`config.mk`:
```
export PLATFORM = sky130hd
export DESIGN_NAME = aes_inv_mix_columns_engine
export DESIGN_NICKNAME = d
export VERILOG_FILES = /design/src/rtl/aes_inv_mix_columns_engine.sv
export SDC_FILE = /design/constraint.sdc
export NUM_CORES = 1
export LEC_CHECK = 0
export ABC_AREA = 0
export CORE_MARGIN = 4
export CORE_UTILIZATION = 45
export CTS_BUF_LIST = sky130_fd_sc_hd__clkbuf_16
export CTS_CLUSTER_DIAMETER = 80
export DETAILED_ROUTE_END_ITERATION = 7
export PLACE_DENSITY_LB_ADDON = 0.2
export SLEW_MARGIN = 20
export SYNTH_ARGS = -nofsm -noshare
export SYNTH_HDL_FRONTEND = slang
export SYNTH_SLANG_ARGS = --single-unit
```
`constraint.sdc`:
```
create_clock -name clk -period 9.1 [get_ports clk]
set_clock_uncertainty 0.1 [all_clocks]
set_input_delay 2.275 -clock clk [delete_from_list [all_inputs] [get_ports clk]]
set_output_delay 2.275 -clock clk [all_outputs]
set_load 0.01 [all_outputs]
```
`src/rtl/aes_inv_mix_columns_engine.sv`:
```
// Byte-serial (In)MixColumns engine working on a 16-byte AES state in shared memory.
// Loads 16 bytes, mixes the four columns in place (one per cycle), then writes 16 bytes
// back. Fixed latency of 38 cycles from start to done.
// Optional build macro AES_FWD_MIX_COLUMNS_EN adds a fwd_mode input that selects the
// forward MixColumns transform; without it the engine is inverse-only.
module aes_inv_mix_columns_engine #(
    parameter int ADDR_WIDTH = 16
) (
    input  logic                  clk,
    input  logic                  reset,
    input  logic                  start,
    input  logic [ADDR_WIDTH-1:0] src_base,
    input  logic [ADDR_WIDTH-1:0] dst_base,
`ifdef AES_FWD_MIX_COLUMNS_EN
    input  logic                  fwd_mode,
`endif
    output logic                  mem_rd_en,
    output logic [ADDR_WIDTH-1:0] mem_rd_addr,
    input  logic [7:0]            mem_rd_data,
    output logic                  mem_wr_en,
    output logic [ADDR_WIDTH-1:0] mem_wr_addr,
    output logic [7:0]            mem_wr_data,
    output logic                  busy,
    output logic                  done
);

    typedef enum logic [2:0] {
        S_IDLE,
        S_LOAD,
        S_COMPUTE,
        S_STORE,
        S_DONE
    } state_t;

    state_t                state_reg, state_next;
    logic [4:0]            cnt_reg, cnt_next;
    logic [ADDR_WIDTH-1:0] src_reg, dst_reg;
    logic                  cap_en_reg;
    logic [3:0]            cap_idx_reg;
    logic                  fwd_sel;
    logic [7:0]            state_buf_reg [16];
    logic [7:0]            col_byte [4];
    logic [7:0]            col_mix [4];

    // Multiply by x in GF(2^8) modulo x^8+x^4+x^3+x+1.
    function automatic logic [7:0] xtime(input logic [7:0] b);
        return {b[6:0], 1'b0} ^ (b[7] ? 8'h1b : 8'h00);
    endfunction

    // One output row: a0 is the byte on the same row, a1..a3 the following rows (wrapping).
    // Inverse: 0e.a0 ^ 0b.a1 ^ 0d.a2 ^ 09.a3   Forward: 02.a0 ^ 03.a1 ^ a2 ^ a3
    function automatic logic [7:0] mix_row(input logic [7:0] a0, input logic [7:0] a1,
                                           input logic [7:0] a2, input logic [7:0] a3,
                                           input logic fwd);
        logic [7:0] a0x2, a0x4, a0x8, a1x2, a1x4, a1x8, a2x2, a2x4, a2x8, a3x2, a3x4, a3x8;
        a0x2 = xtime(a0); a0x4 = xtime(a0x2); a0x8 = xtime(a0x4);
        a1x2 = xtime(a1); a1x4 = xtime(a1x2); a1x8 = xtime(a1x4);
        a2x2 = xtime(a2); a2x4 = xtime(a2x2); a2x8 = xtime(a2x4);
        a3x2 = xtime(a3); a3x4 = xtime(a3x2); a3x8 = xtime(a3x4);
        if (fwd)
            return a0x2 ^ a1x2 ^ a1 ^ a2 ^ a3;
        else
            return (a0x8 ^ a0x4 ^ a0x2) ^ (a1x8 ^ a1x2 ^ a1) ^
                   (a2x8 ^ a2x4 ^ a2) ^ (a3x8 ^ a3) ^ (a3x4 & 8'h00) ^ (a3x2 & 8'h00);
    endfunction

`ifdef AES_FWD_MIX_COLUMNS_EN
    logic fwd_reg;
    assign fwd_sel = fwd_reg;
`else
    assign fwd_sel = 1'b0;
`endif

    // Column currently being mixed is selected by the low counter bits during COMPUTE.
    genvar gi;
    generate
        for (gi = 0; gi < 4; gi++) begin : g_row
            assign col_byte[gi] = state_buf_reg[{cnt_reg[1:0], 2'(gi)}];
            assign col_mix[gi]  = mix_row(col_byte[gi], col_byte[(gi + 1) % 4],
                                          col_byte[(gi + 2) % 4], col_byte[(gi + 3) % 4],
                                          fwd_sel);
        end
    endgenerate

    // Control state, operation parameters and the read-capture pipeline.
    always_ff @(posedge clk or posedge reset) begin
        if (reset) begin
            state_reg   <= S_IDLE;
            cnt_reg     <= '0;
            src_reg     <= '0;
            dst_reg     <= '0;
            cap_en_reg  <= 1'b0;
            cap_idx_reg <= '0;
`ifdef AES_FWD_MIX_COLUMNS_EN
            fwd_reg     <= 1'b0;
`endif
        end else begin
            state_reg   <= state_next;
            cnt_reg     <= cnt_next;
            cap_en_reg  <= mem_rd_en;
            cap_idx_reg <= cnt_reg[3:0];
            if (state_reg == S_IDLE && start) begin
                src_reg <= src_base;
                dst_reg <= dst_base;
`ifdef AES_FWD_MIX_COLUMNS_EN
                fwd_reg <= fwd_mode;
`endif
            end
        end
    end

    // State buffer: captures read data one cycle after each read, then mixes columns in place.
    always_ff @(posedge clk) begin
        if (cap_en_reg) begin
            state_buf_reg[cap_idx_reg] <= mem_rd_data;
        end else if (state_reg == S_COMPUTE) begin
            for (int r = 0; r < 4; r++)
                state_buf_reg[{cnt_reg[1:0], 2'(r)}] <= col_mix[r];
        end
    end

    // Next-state logic and memory/handshake outputs.
    always_comb begin
        state_next  = state_reg;
        cnt_next    = cnt_reg;
        mem_rd_en   = 1'b0;
        mem_rd_addr = '0;
        mem_wr_en   = 1'b0;
        mem_wr_addr = '0;
        mem_wr_data = '0;
        busy        = 1'b0;
        done        = 1'b0;
        case (state_reg)
            S_IDLE: begin
                if (start) begin
                    state_next = S_LOAD;
                    cnt_next   = '0;
                end
            end
            S_LOAD: begin
                busy = 1'b1;
                // Count 16 issues reads; the extra count waits for the last capture.
                if (!cnt_reg[4]) begin
                    mem_rd_en   = 1'b1;
                    mem_rd_addr = src_reg + ADDR_WIDTH'(cnt_reg[3:0]);
                end
                if (cnt_reg == 5'd16) begin
                    state_next = S_COMPUTE;
                    cnt_next   = '0;
                end else begin
                    cnt_next = cnt_reg + 5'd1;
                end
            end
            S_COMPUTE: begin
                busy = 1'b1;
                if (cnt_reg == 5'd3) begin
                    state_next = S_STORE;
                    cnt_next   = '0;
                end else begin
                    cnt_next = cnt_reg + 5'd1;
                end
            end
            S_STORE: begin
                busy        = 1'b1;
                mem_wr_en   = 1'b1;
                mem_wr_addr = dst_reg + ADDR_WIDTH'(cnt_reg[3:0]);
                mem_wr_data = state_buf_reg[cnt_reg[3:0]];
                if (cnt_reg == 5'd15) begin
                    state_next = S_DONE;
                    cnt_next   = '0;
                end else begin
                    cnt_next = cnt_reg + 5'd1;
                end
            end
            S_DONE: begin
                done       = 1'b1;
                state_next = S_IDLE;
            end
            default: begin
                state_next = S_IDLE;
            end
        endcase
    end

endmodule

```
==> impl_metrics.ini, run 1 <==
[floorplan]
die_area_sq_mm = 0.0281
rows = 58
io_pins = 87
die_y_um = 168
die_width_um = 168
core-area_sq_mm = 0.0251
start_util = 0.456

[route]
drtIter0Drc = 712
vias = 7711
top_layer_used = met4
vias_per_cell = 5.89
m1WireLength_um = 13600
antenna_left = 0
wl_per_cell_um = 24.1
drc = 0
wl_met3_um = 2070
drtPass1Iterations = 5
wl_met2_um = 15300
routed_wirelength_um = 31600

[cells_and_area]
seq_area_sq_mm = 0.00497
fillers = 2190
multiInputGateArea_sq_mm = 0.00616
area_growth_syn_to_layout_pct = 15.0
largest_reg_flops = 128
drive_gt1_frac = 0.166
nets = 1025
postLayoutCellArea_sq_mm = 0.0132
num_antenna_cells = 0
final_util = 0.525
fin_cells = 1309

[placed_design]
gp_congestion = 0.901
port_buffers = 86
placed_area_sq_mm = 0.0126
dp.cells = 1277
hpwlAfterDp_um = 22500

[sta]
worstMarginPinSlew_ns = 1.01
fin_tns_setup_ns = 0
rsz0062_at_grt = false
setup_viol = 0
hold_viol_final = 0
fin_crit_sh = 0.700
slew_headroom = 0.322
period_needed_ns = 6.37
maxSlewViolCount = 0
fmax_ghz = 0.157

[synth]
synth-seq-cells = 173
async_flop_share = 0.260
netlist-cell-type-count = 50
synth.area.mux_share = 0.166
netlist_area_sq_mm = 0.0115
synthCells = 896
synthTopCellsByArea = edfxtp_1 (34%), mux4_2 (13%), xnor2_1 (10%), dfrtp_1 (9.8%), o21ai_0 (6.2%)
synth-simple-area-share = 0.0657
syn_nets = 955
synthAdderAreaFrac = 0.0188
synth_xor_area_frac = 0.203
synth_flop_cell = edfxtp_1
synth.avg_cell_area_sq_um = 12.8
synth_edf_count = 128
yosysMostFrequentCell = o21ai_0
synth_common_cells = o21ai_0 (143), xnor2_1 (136), edfxtp_1 (128), mux4_2 (68), nand2_1 (53)
yosys_warnings = 0
ys_seq_area_frac = 0.434
synth_compound_area_frac = 0.0806
yosysTopAreaCell = edfxtp_1
synth_top_cell_area_share = 0.335
synth_top_family_by_area = XOR/XNOR gates

[cts]
htree_levels = 4
cts_buffers = 17
worstSkewPairLatency_ns = 0.44
cts.sinks = 173
clockRootBuffer = clkbuf_16
cts_setup_buffers = 0
holdBufCountCts = 0
clkSlewWorstSetupHoldPaths_ns = 0.07
cts.path.max_buffers = 2
cts_tree = yes
ctsResizeCount = 0

[grt]
grt_max_degree = 46
groute.usage.overall = 0.230
grt_pass1_wl_um = 48700
grt_pass1_vias = 7944
overflow = 0
grt_antenna_before_repair = 0

[worst_setup_path]
critPathMaxFanout = 38
end_kind = output pin
cp.depth = 9
path_cells = buf_4 > ha_1 > a21o_1 > a21o_1 > a21oi_1 > nor4_1 > xnor2_1 > nor2_1 > clkdlybuf4s50_1
crit_type = flop to output pin
cp_num_buf_inv = 2
cp_slowest_stage_delay_ns = 0.97
cp.arrival_ns = 3.99
reg2regPathDepth = 7
cp_common_cell = a21o_1
start_kind = flop
worst-endpoint-required_ns = 6.73
crit_family = buffers and inverters
slowest_stage = dfrtp_2

[worst_hold_path]
hp-class = flop to flop
holdPathStages = 1

[run]
cap_viol_max_count = 0

[status]
status = completed
## path summary, 6_finish.rpt
kind,from,end,slack (ns)
max in group asynchronous,reset,cnt_reg[0],6.16
max,cnt_reg[1],mem_rd_addr[15],2.73
min reg2reg,state_reg[2],state_reg[1],0.41
max reg2reg,cnt_reg[0],state_buf_reg[5][4],4.38
min in group asynchronous,reset,dst_reg[14],2.19
min,state_reg[2],state_reg[1],0.41
## kinds of logic after synthesis
family                   after synthesis
AO/OA/AOI/OAI                        177
XOR/XNOR                             204
adder cells (fa/ha/maj)               16
buffers and inverters                 73
flip-flops                           173
multiplexers                          96
AND/OR/NAND/NOR                      157
## area by class of cell
cell class | instances | area share
clock buffer | 19 | 0.0361
clock inverter | 13 | 0.00646
inverter | 19 | 0.00551
multi-input combinational | 650 | 0.467
sequential | 173 | 0.377
tap | 330 | 0.0313
timing repair buffer | 105 | 0.0761
## routing by layer
layer / track usage / vias to the layer above
met4: 0.0621 / 0
met5: 0 / -
li1: - / 3460
met2: 0.378 / 301
met3: 0.0451 / 46
met1: 0.316 / 3904
## metrics by stage
stage | hold WS, ns | setup slack [ns]
3_3_place_gp | 0.391 | 3.21
4_1_cts | 0.401 | 2.68
6_report | 0.407 | 2.73
2_1_floorplan | 0.350 | 3.20
3_5_place_dp | 0.390 | 3.18
5_1_grt | 0.425 | 2.45
## layout by cell type (no fill, tap or decap), types with 4 or more instances in the layout
cell type	netlist	layout
dfrtp_1	45	43
xnor3_1	27	27
nand3_1	9	9
a21o_1	5	5
xor3_1	4	4
o21ai_1	16	19
clkbuf_16	0	19
nor3_1	14	14
o21ai_0	143	133
nor4_1	5	5
nor2b_1	7	7
nand4_1	4	4
mux4_1	4	4
xnor2_1	136	136
xor2_1	27	27
nand2_1	53	53
clkinv_2	0	4
and2_1	10	10
mux4_2	68	68
o21ai_2	0	7
clkdlybuf4s50_1	0	86
edfxtp_1	128	128
a21oi_1	4	4
xnor2_2	6	6
nand2b_1	4	4
nor2_1	35	35
ha_1	14	14
inv_1	19	19
mux2_2	24	24
buf_4	1	19
Power of run 1 is left out: the tool's default activity adds up to more than one toggle a clock period on the data nets, which glitch-free logic cannot reach.
==> inputs of run 2 (changes only) <==
- clock period: 9.1 -> 5.7 ns (I/O delays scaled with it)
==> run 2 against run 1 <==
Net effect: flip-flop and latch count unchanged; global-route usage decreased by 0.91 points; register-to-register slack got worse by 2.8 ns; core utilization increased by 0.22 points; critical path type unchanged; final cell count increased by 0.23%.
==> impl_metrics.ini, run 2 (synthesis gave the netlist of run 1 again) <==
[status]
status = completed

[placed_design]
port_buffers = 86
hpwlAfterDp_um = 22200
gp_congestion = 0.896
place_ws_ns = 1.04
dp.cells = 1280

[worst_setup_path]
path_cells = buf_12 > ha_1 > inv_1 > fa_1 > nor2b_1 > o21a_1 > o21ai_1 > or3_1 > a21oi_1 > clkdlybuf4s50_1
cp.arrival_ns = 3.56
critPathMaxFanout = 71
crit_family = buffers and inverters
cp.depth = 10
reg2reg_setup_slack_ns = 1.57
slowest_stage = clkdlybuf4s50_1
cp_num_buf_inv = 3
crit_type = flop to output pin
cp_slowest_stage_delay_ns = 0.57
reg2regPathDepth = 7
end_kind = output pin
start_kind = flop
r2r_end = state_buf_reg[9][4]
r2r-start = cnt_reg[0]
worst-endpoint-required_ns = 4.18

[cts]
htree_levels = 4
cts.path.max_buffers = 2
cts_buffers = 17
worstSkewPairLatency_ns = 0.44
ctsResizeCount = 0
cts_setup_buffers = 0
cts_tree = yes
clockRootBuffer = clkbuf_16
holdBufCountCts = 0
cts.sinks = 173
clkSlewWorstSetupHoldPaths_ns = 0.07

[cells_and_area]
fillers = 2235
area_growth_syn_to_layout_pct = 15.5
final_common_cell = xnor2_1
final_cell_mix = xnor2_1 (136), o21ai_0 (133), edfxtp_1 (128)
final_util = 0.527
fin_cells = 1312
drive_gt1_frac = 0.168
nets = 1028
largest_reg_flops = 128
num_antenna_cells = 0

[worst_hold_path]
holdPathStages = 1
hold_end = state_reg[1]
hp-class = flop to flop
worstHoldStart = state_reg[2]

[sta]
slew_headroom = 0.346
fmax_ghz = 0.197
worstMarginPinSlew_ns = 0.980
setup_slack_ns = 0.612
maxSlewViolCount = 0
fin_crit_sh = 0.893
setup_viol = 0
fin_tns_setup_ns = 0
period_needed_ns = 5.09
hold_viol_final = 0
rsz0062_at_grt = false

[floorplan]
die_area_sq_mm = 0.0281
io_pins = 87
rows = 58
core-area_sq_mm = 0.0251
start_util = 0.456
die_y_um = 168
die_width_um = 168

[route]
vias_per_cell = 5.81
vias = 7618
drc = 0
wl_per_cell_um = 23.4
drtPass1Iterations = 6
drtIter0Drc = 629
antenna_left = 0
routed_wirelength_um = 30700

[run]
cap_viol_max_count = 0

[grt]
grt_pass1_vias = 7988
overflow = 0
grt_max_degree = 72
grt_antenna_before_repair = 0
grt_pass1_wl_um = 47500
groute.usage.overall = 0.221
## run 2: layout make-up
type	instances	area, sq um	share of cell area
well taps	330	413	0.0312
inverters	19	71.3	0.00539
clock buffers	17	425	0.0321
flip-flops and latches	173	4970	0.376
multi-input cells	650	6150	0.465
repair buffers	108	1040	0.0785
clock inverters	15	161	0.0122
## run 2: worst max path at each step
stage	startpoint	endpoint
2_1_floorplan	cnt_reg[1]	mem_rd_addr[10]
3_3_place_gp	cnt_reg[0]	mem_wr_addr[8]
3_5_place_dp	cnt_reg[0]	mem_wr_addr[8]
6_report	cnt_reg[0]	mem_wr_addr[8]
5_1_grt	cnt_reg[0]	mem_wr_addr[8]
4_1_cts	cnt_reg[0]	mem_wr_addr[8]
## run 2: worst register-to-register path, delay by kind of cell (launching register included)
| kind | cells | cell delay, ns |
|---|---|---|
| buffers and inverters | 1 | 0.41 |
| muxes | 1 | 0.89 |
| xor gates and xnor gates | 4 | 1.86 |
| DFF | 1 | 0.43 |
| AOI/OAI and AO/OA | 1 | 0.18 |
## run 2: through the flow
step	instance area [sq um]	hold WS, ns
2_1_floorplan	11500	0.350
4_1_cts	13200	0.405
6_report	13200	0.409
3_5_place_dp	12600	0.395
3_3_place_gp	12600	0.389
5_1_grt	13200	0.413
## run 2: routing by layer
| layer | share of wire | GRT usage | up-vias |
|---|---|---|---|
| met1 | 0.42 | 0.292 | 3830 |
| li1 | - | - | 3468 |
| met3 | 0.063 | 0.0378 | 38 |
| met4 | 0.017 | 0.0596 | 0 |
| met5 | 0 | 0 | - |
| met2 | 0.50 | 0.379 | 282 |
Power of run 2 is left out for the same reason.
==> inputs of run 3 (changes only) <==
- CAP_MARGIN: default -> 20
==> run 3 against run 2 <==
Net effect: via count is essentially flat; core utilization up 0.080 points; register-to-register slack got worse by 0.03 ns; fmax increased by 0.17%; non-clock buffer count rose by 1; sequential share of layout area fell by 0.057 points.
==> impl_metrics.ini, run 3 (synthesis gave the netlist of run 1 again) <==
[cells_and_area]
fillers = 2235
drive_gt1_frac = 0.169
final_cell_mix = xnor2_1 (136), o21ai_0 (133), edfxtp_1 (128)
largest_reg_flops = 128
final_util = 0.528
nets = 1029
area_growth_syn_to_layout_pct = 15.7
fin_cells = 1313
final_common_cell = xnor2_1
num_antenna_cells = 0

[worst_setup_path]
end_kind = output pin
cp.arrival_ns = 3.55
worst-endpoint-required_ns = 4.18
crit_type = flop to output pin
crit_start = cnt_reg[0]
critPathMaxFanout = 71
slowest_stage = clkdlybuf4s50_1
cp_slowest_stage_delay_ns = 0.57
reg2reg_setup_slack_ns = 1.54
r2r-start = cnt_reg[0]
r2r_end = state_buf_reg[5][4]
crit_end = mem_wr_addr[8]
start_kind = flop
path_cells = buf_12 > ha_1 > inv_1 > fa_1 > nor2b_1 > o21a_1 > o21ai_1 > or3_1 > a21oi_1 > clkdlybuf4s50_1
reg2regPathDepth = 7

[cts]
worstSkewPairLatency_ns = 0.44
ctsResizeCount = 0
cts_buffers = 17
cts.sinks = 173
clkSlewWorstSetupHoldPaths_ns = 0.07
clockRootBuffer = clkbuf_16
cts_setup_buffers = 0
cts_tree = yes
cts.path.max_buffers = 2
htree_levels = 4
holdBufCountCts = 0

[floorplan]
rows = 58
die_width_um = 168
start_util = 0.456
die_y_um = 168
core-area_sq_mm = 0.0251
io_pins = 87
die_area_sq_mm = 0.0281

[route]
wl_met2_um = 15400
vias_per_cell = 5.80
drtPass1Iterations = 5
top_layer_used = met4
drc = 0
vias = 7615
m1WireLength_um = 12900
antenna_left = 0
routed_wirelength_um = 30800
wl_per_cell_um = 23.4
drtIter0Drc = 616
wl_met3_um = 1930

[run]
cap_viol_max_count = 0

[sta]
fin_crit_sh = 0.891
period_needed_ns = 5.08
setup_viol = 0
slew_headroom = 0.370
hold_viol_final = 0
fmax_ghz = 0.197
worstMarginPinSlew_ns = 0.935
fin_tns_setup_ns = 0
rsz0062_at_grt = false
maxSlewViolCount = 0

[grt]
grt_antenna_before_repair = 0
grt_pass1_vias = 7988
grt_max_degree = 72
groute.usage.overall = 0.221
grt_pass1_wl_um = 47500
overflow = 0

[placed_design]
port_buffers = 86
dp.cells = 1280
hpwlAfterDp_um = 22200
gp_congestion = 0.896

[status]
status = completed

[worst_hold_path]
worstHoldStart = state_reg[2]
hp-class = flop to flop
[run 3: cell count changes in the layout (fill, tap and decap cells not counted)]
cell	previous run	this run
buf_12	1	2
[run 3: worst min path at each step]
stage | end | slack [ns] | cells past startpoint
6_report | state_reg[1] | 0.41 | 1
5_1_grt | state_reg[1] | 0.41 | 1
4_1_cts | state_reg[1] | 0.40 | 1
3_5_place_dp | state_reg[1] | 0.40 | 1
3_3_place_gp | state_reg[1] | 0.39 | 1
2_1_floorplan | state_reg[1] | 0.35 | 1
[run 3: final cells by class]
cell class / count / area (sq um) / area share
Clock buffer: 17 / 425 / 0.0321
Clock inverter: 15 / 161 / 0.0122
Inverter: 19 / 71.3 / 0.00538
Multi-Input combinational cell: 650 / 6150 / 0.464
Sequential cell: 173 / 4970 / 0.375
Tap cell: 330 / 413 / 0.0311
Timing Repair Buffer: 109 / 1060 / 0.0798
[run 3: routing by layer]
layer,global-route usage,vias up
li1,-,3469
met1,0.292,3816
met2,0.379,288
met3,0.0378,42
met4,0.0596,0
met5,0,-
[run 3: critical path: cells and delay by family, from the launching register on]
family / cells / cell delay [ns]
simple gates: 2 / 0.56
flops: 1 / 0.43
compound gates: 3 / 0.48
fa+ha+maj: 2 / 0.63
buf+inv: 3 / 1.03
[run 3: through the flow]
stage / setup WS (ns) / cell area [sq um] / hold slack, ns
2_1_floorplan: 0.651 / 11500 / 0.350
4_1_cts: 0.562 / 13200 / 0.405
5_1_grt: 0.339 / 13300 / 0.413
3_3_place_gp: 1.06 / 12600 / 0.389
3_5_place_dp: 1.04 / 12600 / 0.395
6_report: 0.621 / 13300 / 0.413
Power of run 3 is left out for the same reason.
